## src/rtl/stage_sequencer.sv

```systemverilog
// rtl/stage_sequencer.sv - multi-cycle stage sequencer with stall, memory wait, decode-time skips, flush and retire count
// Moore FSM: every output is registered from the next-state decode, so inputs never reach outputs in the same cycle.
module stage_sequencer #(
  parameter int NUM_STAGES   = 5,
  parameter int WAIT_STAGE   = 3,
  parameter int DECODE_STAGE = 1,
  parameter int COUNT_W      = 32
) (
  input  logic                  clk,
  input  logic                  reset,
  input  logic                  start,
  input  logic                  stall,
  input  logic                  mem_ready,
  input  logic [NUM_STAGES-1:0] skip_mask,
  input  logic                  flush,
  input  logic                  stop,
  output logic [NUM_STAGES-1:0] stage_onehot,
  output logic [NUM_STAGES-1:0] latch_en,
  output logic                  commit,
  output logic                  busy,
  output logic [COUNT_W-1:0]    retire_count
);

  if (NUM_STAGES < 2 || NUM_STAGES > 8) begin : g_bad_num_stages
    $error("stage_sequencer: NUM_STAGES must be 2..8");
  end
  if (WAIT_STAGE < 0 || WAIT_STAGE > NUM_STAGES - 1) begin : g_bad_wait_stage
    $error("stage_sequencer: WAIT_STAGE must be 0..NUM_STAGES-1");
  end
  if (DECODE_STAGE < 0 || DECODE_STAGE > NUM_STAGES - 2) begin : g_bad_decode_stage
    $error("stage_sequencer: DECODE_STAGE must be 0..NUM_STAGES-2");
  end
  if (COUNT_W < 1) begin : g_bad_count_w
    $error("stage_sequencer: COUNT_W must be at least 1");
  end

  localparam int IW = (NUM_STAGES > 2) ? $clog2(NUM_STAGES) : 1;
  localparam logic [IW-1:0] LAST_IDX   = IW'(NUM_STAGES - 1);
  localparam logic [IW-1:0] WAIT_IDX   = IW'(WAIT_STAGE);
  localparam logic [IW-1:0] DECODE_IDX = IW'(DECODE_STAGE);

  // Only stages strictly between decode and the final stage may be bypassed.
  function automatic logic [NUM_STAGES-1:0] skip_valid_mask();
    logic [NUM_STAGES-1:0] m;
    m = '0;
    for (int k = 0; k < NUM_STAGES; k++) begin
      if (k > DECODE_STAGE && k < NUM_STAGES - 1) m[k] = 1'b1;
    end
    return m;
  endfunction

  localparam logic [NUM_STAGES-1:0] SKIP_VALID = skip_valid_mask();

  typedef enum logic [1:0] {
    S_IDLE,
    S_EXEC,
    S_LATCH
  } state_e;

  state_e                  state_q, state_d;
  logic [IW-1:0]           idx_q, idx_d;
  logic [NUM_STAGES-1:0]   skip_q, skip_d;
  logic [COUNT_W-1:0]      retire_q, retire_d;
  logic [NUM_STAGES-1:0]   stage_onehot_q, stage_onehot_d;
  logic [NUM_STAGES-1:0]   latch_en_q, latch_en_d;
  logic                    commit_q, commit_d;
  logic                    busy_q, busy_d;
  logic [NUM_STAGES-1:0]   eff_skip;
  logic [IW-1:0]           next_idx;

  always_comb begin
    state_d  = state_q;
    idx_d    = idx_q;
    skip_d   = skip_q;
    retire_d = retire_q;

    // Leaving the decode latch uses the mask being captured this very cycle.
    eff_skip = (idx_q == DECODE_IDX) ? (skip_mask & SKIP_VALID) : skip_q;
    next_idx = LAST_IDX;
    for (int j = NUM_STAGES - 1; j >= 0; j--) begin
      if (j > int'(idx_q) && !eff_skip[j]) next_idx = IW'(j);
    end

    unique case (state_q)
      S_IDLE: begin
        if (start) begin
          state_d = S_EXEC;
          idx_d   = '0;
        end
      end
      S_EXEC: begin
        if (flush) begin
          idx_d  = '0;
          skip_d = '0;
        end else if (!stall && (idx_q != WAIT_IDX || mem_ready)) begin
          state_d = S_LATCH;
        end
      end
      S_LATCH: begin
        if (idx_q == LAST_IDX) retire_d = retire_q + COUNT_W'(1);
        if (flush) begin
          state_d = S_EXEC;
          idx_d   = '0;
          skip_d  = '0;
        end else if (idx_q == LAST_IDX) begin
          state_d = stop ? S_IDLE : S_EXEC;
          idx_d   = '0;
          skip_d  = '0;
        end else begin
          if (idx_q == DECODE_IDX) skip_d = skip_mask & SKIP_VALID;
          state_d = S_EXEC;
          idx_d   = next_idx;
        end
      end
      default: begin
        state_d = S_IDLE;
        idx_d   = '0;
        skip_d  = '0;
      end
    endcase

    stage_onehot_d = '0;
    latch_en_d     = '0;
    if (state_d == S_EXEC)  stage_onehot_d[idx_d] = 1'b1;
    if (state_d == S_LATCH) latch_en_d[idx_d]     = 1'b1;
    commit_d = (state_d == S_LATCH) && (idx_d == LAST_IDX);
    busy_d   = (state_d != S_IDLE);
  end

  always_ff @(posedge clk) begin
    if (reset) begin
      state_q        <= S_IDLE;
      idx_q          <= '0;
      skip_q         <= '0;
      retire_q       <= '0;
      stage_onehot_q <= '0;
      latch_en_q     <= '0;
      commit_q       <= 1'b0;
      busy_q         <= 1'b0;
    end else begin
      state_q        <= state_d;
      idx_q          <= idx_d;
      skip_q         <= skip_d;
      retire_q       <= retire_d;
      stage_onehot_q <= stage_onehot_d;
      latch_en_q     <= latch_en_d;
      commit_q       <= commit_d;
      busy_q         <= busy_d;
    end
  end

  assign stage_onehot = stage_onehot_q;
  assign latch_en     = latch_en_q;
  assign commit       = commit_q;
  assign busy         = busy_q;
  assign retire_count = retire_q;

endmodule

```

## config.mk

```make
export PLATFORM = sky130hd
export DESIGN_NAME = stage_sequencer
export DESIGN_NICKNAME = d
export VERILOG_FILES = /design/src/rtl/stage_sequencer.sv
export SDC_FILE = /design/constraint.sdc
export NUM_CORES = 1
export LEC_CHECK = 0
export CAP_MARGIN = 20
export CORE_MARGIN = 5
export CORE_UTILIZATION = 30
export DETAILED_ROUTE_END_ITERATION = 8
export PLACE_DENSITY = 0.67
export SYNTH_ARGS = -nofsm -noshare
export SYNTH_HDL_FRONTEND = slang
export SYNTH_SLANG_ARGS = --single-unit
```

## constraint.sdc

```tcl
create_clock -name clk -period 1.95 [get_ports clk]
set_input_delay 0.585 -clock clk [delete_from_list [all_inputs] [get_ports clk]]
set_output_delay 0.585 -clock clk [all_outputs]
set_load 0.02 [all_outputs]
```

==> impl_metrics.yaml <==
setup_path:
  crit_buf_inv: 1
  setup.worst_path.start_class: "register"
  slowest_delay_ps: 620
  crit_chain: "clkdlybuf4s50_1"
  crit_path_top_delay_cell: "clkdlybuf4s50_1"
  worstRegToRegCells: 4
  critPathKind: "register to output port"
  critPathRequiredTime_ps: 1360
  crit_path_end_kind: "output port"
  crit_fanout: 3
  reg2reg_setup_slack_ps: 90
  timing.rr.end: "retire_count[30]$_SDFFE_PP0P_"
  crit_family: "buffers and inverters"
  cp.depth: 1
  r2r-start: "retire_count[22]$_SDFFE_PP0P_"
  crit_start: "retire_count[6]$_SDFFE_PP0P_"
  cp.arrival_ps: 1320
pwr:
  ir_drop_v: 0.0002940
  switching_share_pct: 21.38
  power.internal_mw: 1.546
  power_mw: 1.966
  power_switching_mw: 0.4203
  powerDensity_nw_per_um2: 554.1
  seqPwrFrac_pct: 54.6
  p_comb_share_pct: 6.0
  power_frac_clock_pct: 39.5
  leakage_nw: 1.525
global_route:
  top_usage_layer: "met2"
  use_met3_pct: 3.647
  grt_pass1_wl_um: 10600
  use_met2_pct: 21.33
  met1_usage_pct: 16.35
  grt_pass1_vias: 2276
  grt_max_degree: 24
  grt_overflow: 0
  grtUsageTotal_pct: 12.91
  grt_antenna_before_repair: 0
logic_synthesis:
  yosysSeqAreaShare_pct: 43.40
  yosys-top-cells-area: "dfxtp_1 (43%), a21oi_1 (5.6%), or4_1 (5.0%)"
  ys_ff_latch: 52
  yosys_warnings: 0
  ys_types: 48
  netlist.area_leader.share_pct: 43.40
  yosysTopAreaCell: "dfxtp_1"
  synth-edff-count: 0
  syn-num-nets: 292
  syn_area_sq_um: 2399
  async_flop_share_pct: 0
  synth_cells: 279
  synth_ff_type: "dfxtp_1"
  syn_avg_cell_area_sq_um: 8.597
min_path:
  hp-class: "register to register"
  hold_end: "retire_count[24]$_SDFFE_PP0P_"
  worstHoldStart: "retire_count[24]$_SDFFE_PP0P_"
  worstHoldPathCells: 2
timing:
  hold_slack_ps: 486.4
  hold_violations: 0
  fin_crit_sh_pct: 97.57
  setup_violations: 0
  fin_skew_ps: 8.798
  finalWorstPathRequiredPeriod_ps: 1903
  max_freq_mhz: 525.6
  tightest_slew_ps: 416.1
  final_max_slew_viol_count: 0
  max-slew-margin-rel_pct: 72.26
final_layout:
  area_delta_synth_final_pct: 47.94
  final.fill_count: 772
  multiInputGateArea_sq_um: 1331
  nets: 375
  ff_latch_area_sq_um: 1052
  antenna_cells: 0
  drive_above_1_share_pct: 21.76
route:
  drt_iter0_drc: 74
  via_count: 2385
  drc_errors: 0
  wl_um: 6562
  ant_nets: 0
  routedWlPerCell_um: 14.11
  via_per_inst: 5.129
  dr.pass1.iters: 4
die:
  initial_core_util_pct: 30.88
  io_pins: 56
  fp.coreArea_sq_um: 7767
  dieArea_sq_um: 9883
  die_h_um: 99.42
  die_width_um: 99.42
  core.rowCount: 32
clock_tree:
  clk_pin_slew_ps: 100
  clk_path_buf_depth: 2
  cts.htree.levels: 2
  cts_root_buf: "clkbuf_8"
  cts_tree: "built"
  clk_latency_ps: 300
  clock_sinks: 52
  numCtsBuffers: 5
placed_design:
  io_buffers: 52
  hpwl_um: 4611
  place.gp.congestion: 0.8269
outcome:
  status: "completed"
job:
  max_cap_violations: 0
[layout make-up]
type | instances | area share (%)
multi-input combinational | 198 | 37.52
tap | 102 | 3.597
clock inverter | 2 | 1.093
clock buffer | 6 | 2.327
sequential | 52 | 29.65
timing repair buffer | 93 | 24.54
inverter | 12 | 1.269
[metal layers]
metal | up-vias | part of all wire [%]
met3 | 6 | 5.7
li1 | 1211 | -
met4 | 0 | 1.1
met5 | - | 0
met1 | 1116 | 46
met2 | 52 | 47
[cells in the mapped netlist (2+ instances only)]
cell type and n:
dfxtp_1 52, or4_1 16, o31ai_1 13, o21ai_0 11, mux2i_1 2, and3_1 2, nor3b_1 4, clkbuf_1 14
nor2_1 19, nand3_1 16, inv_1 12, a211o_1 2, nor4_1 3, a21oi_1 27, xor2_1 8, xnor2_1 2
a31oi_1 3, nand2_1 14, nor3_1 9, and4_1 6, nand4_1 9, or3_1 9
[worst max-delay path by stage]
stage	endpoint
after global routing	retire_count[6]
final	retire_count[6]
after CTS	retire_count[26]
after global placement	stage_onehot[3]$_SDFF_PP0_
after floorplan	retire_count[28]$_SDFFE_PP0P_
after detailed placement	stage_onehot[4]$_SDFF_PP0_
[cells in the final DEF, fill, tap and decap left out, drive strengths merged, types with 2 or more instances in the layout]
master	count
dlymetal6s2s	13
clkbuf	6
dfxtp	52
mux2i	2
inv	12
a211o	2
o31ai	13
nand3	16
or4	16
a21oi	27
nor4	3
clkdlybuf4s50	24
and3	2
xor2	8
or3b	2
dlygate4sd2	15
xnor2	2
and4	6
nor2	19
nand4	9
a31oi	3
nor3	9
or3	9
nor3b	4
o21ai	11
buf	41
nand2	14
[flip-flops by register name, indices dropped and copies added, names as in the netlist]
name,cells
idx_q,3
commit,1
state_q,2
busy,1
latch_en,5
stage_onehot,5
retire_count,32
skip_q,3
[power by group through the flow]
stage	sequential [mW]	combinational, mW	clock [mW]
final	1.07	0.117	0.776
after global routing	1.07	0.127	0.852
after CTS	1.07	0.109	0.808
after detailed placement	1.10	0.107	0
after global placement	1.10	0.106	0
after floorplan	1.10	0.0451	0
[timing repair]
| item | in CTS | in global routing |
|---|---|---|
| resized for setup | 19 | 32 |
| setup endpoints to repair | 19 | 31 |
| hold buffers | 0 | 0 |
| setup buffers | 0 | 2 |
| gates cloned | 0 | 1 |
| pin swaps | 0 | 12 |
[kinds of logic (layout without fill, tap and decap cells)]
| logic type | after synthesis | count (layout) | synth area share (%) |
|---|---|---|---|
| buf+inv | 29 | 113 | 4.642 |
| xor+xnor | 10 | 10 | 3.652 |
| compound gates | 67 | 67 | 17.58 |
| simple gates | 117 | 117 | 28.90 |
| fa+ha+maj | 1 | 1 | 0.5216 |
| flops | 52 | 52 | 43.40 |
| mux | 3 | 3 | 1.304 |
[stage by stage]
stage               cells  util [%]  area [sq um]  worst slack (ps)  setup TNS [ps]
finish                465     45.68          3548             47.31               0
global route          465     45.68          3548            -10.09          -11.84
CTS                   462     43.99          3417             10.70               0
detailed placement    454     42.48          3299            -345.9           -4335
global placement      454     42.48          3299            -295.0           -3663
floorplan             279         -          2407            0.6646               0
Note: power is estimated with default switching activity, not from simulation.
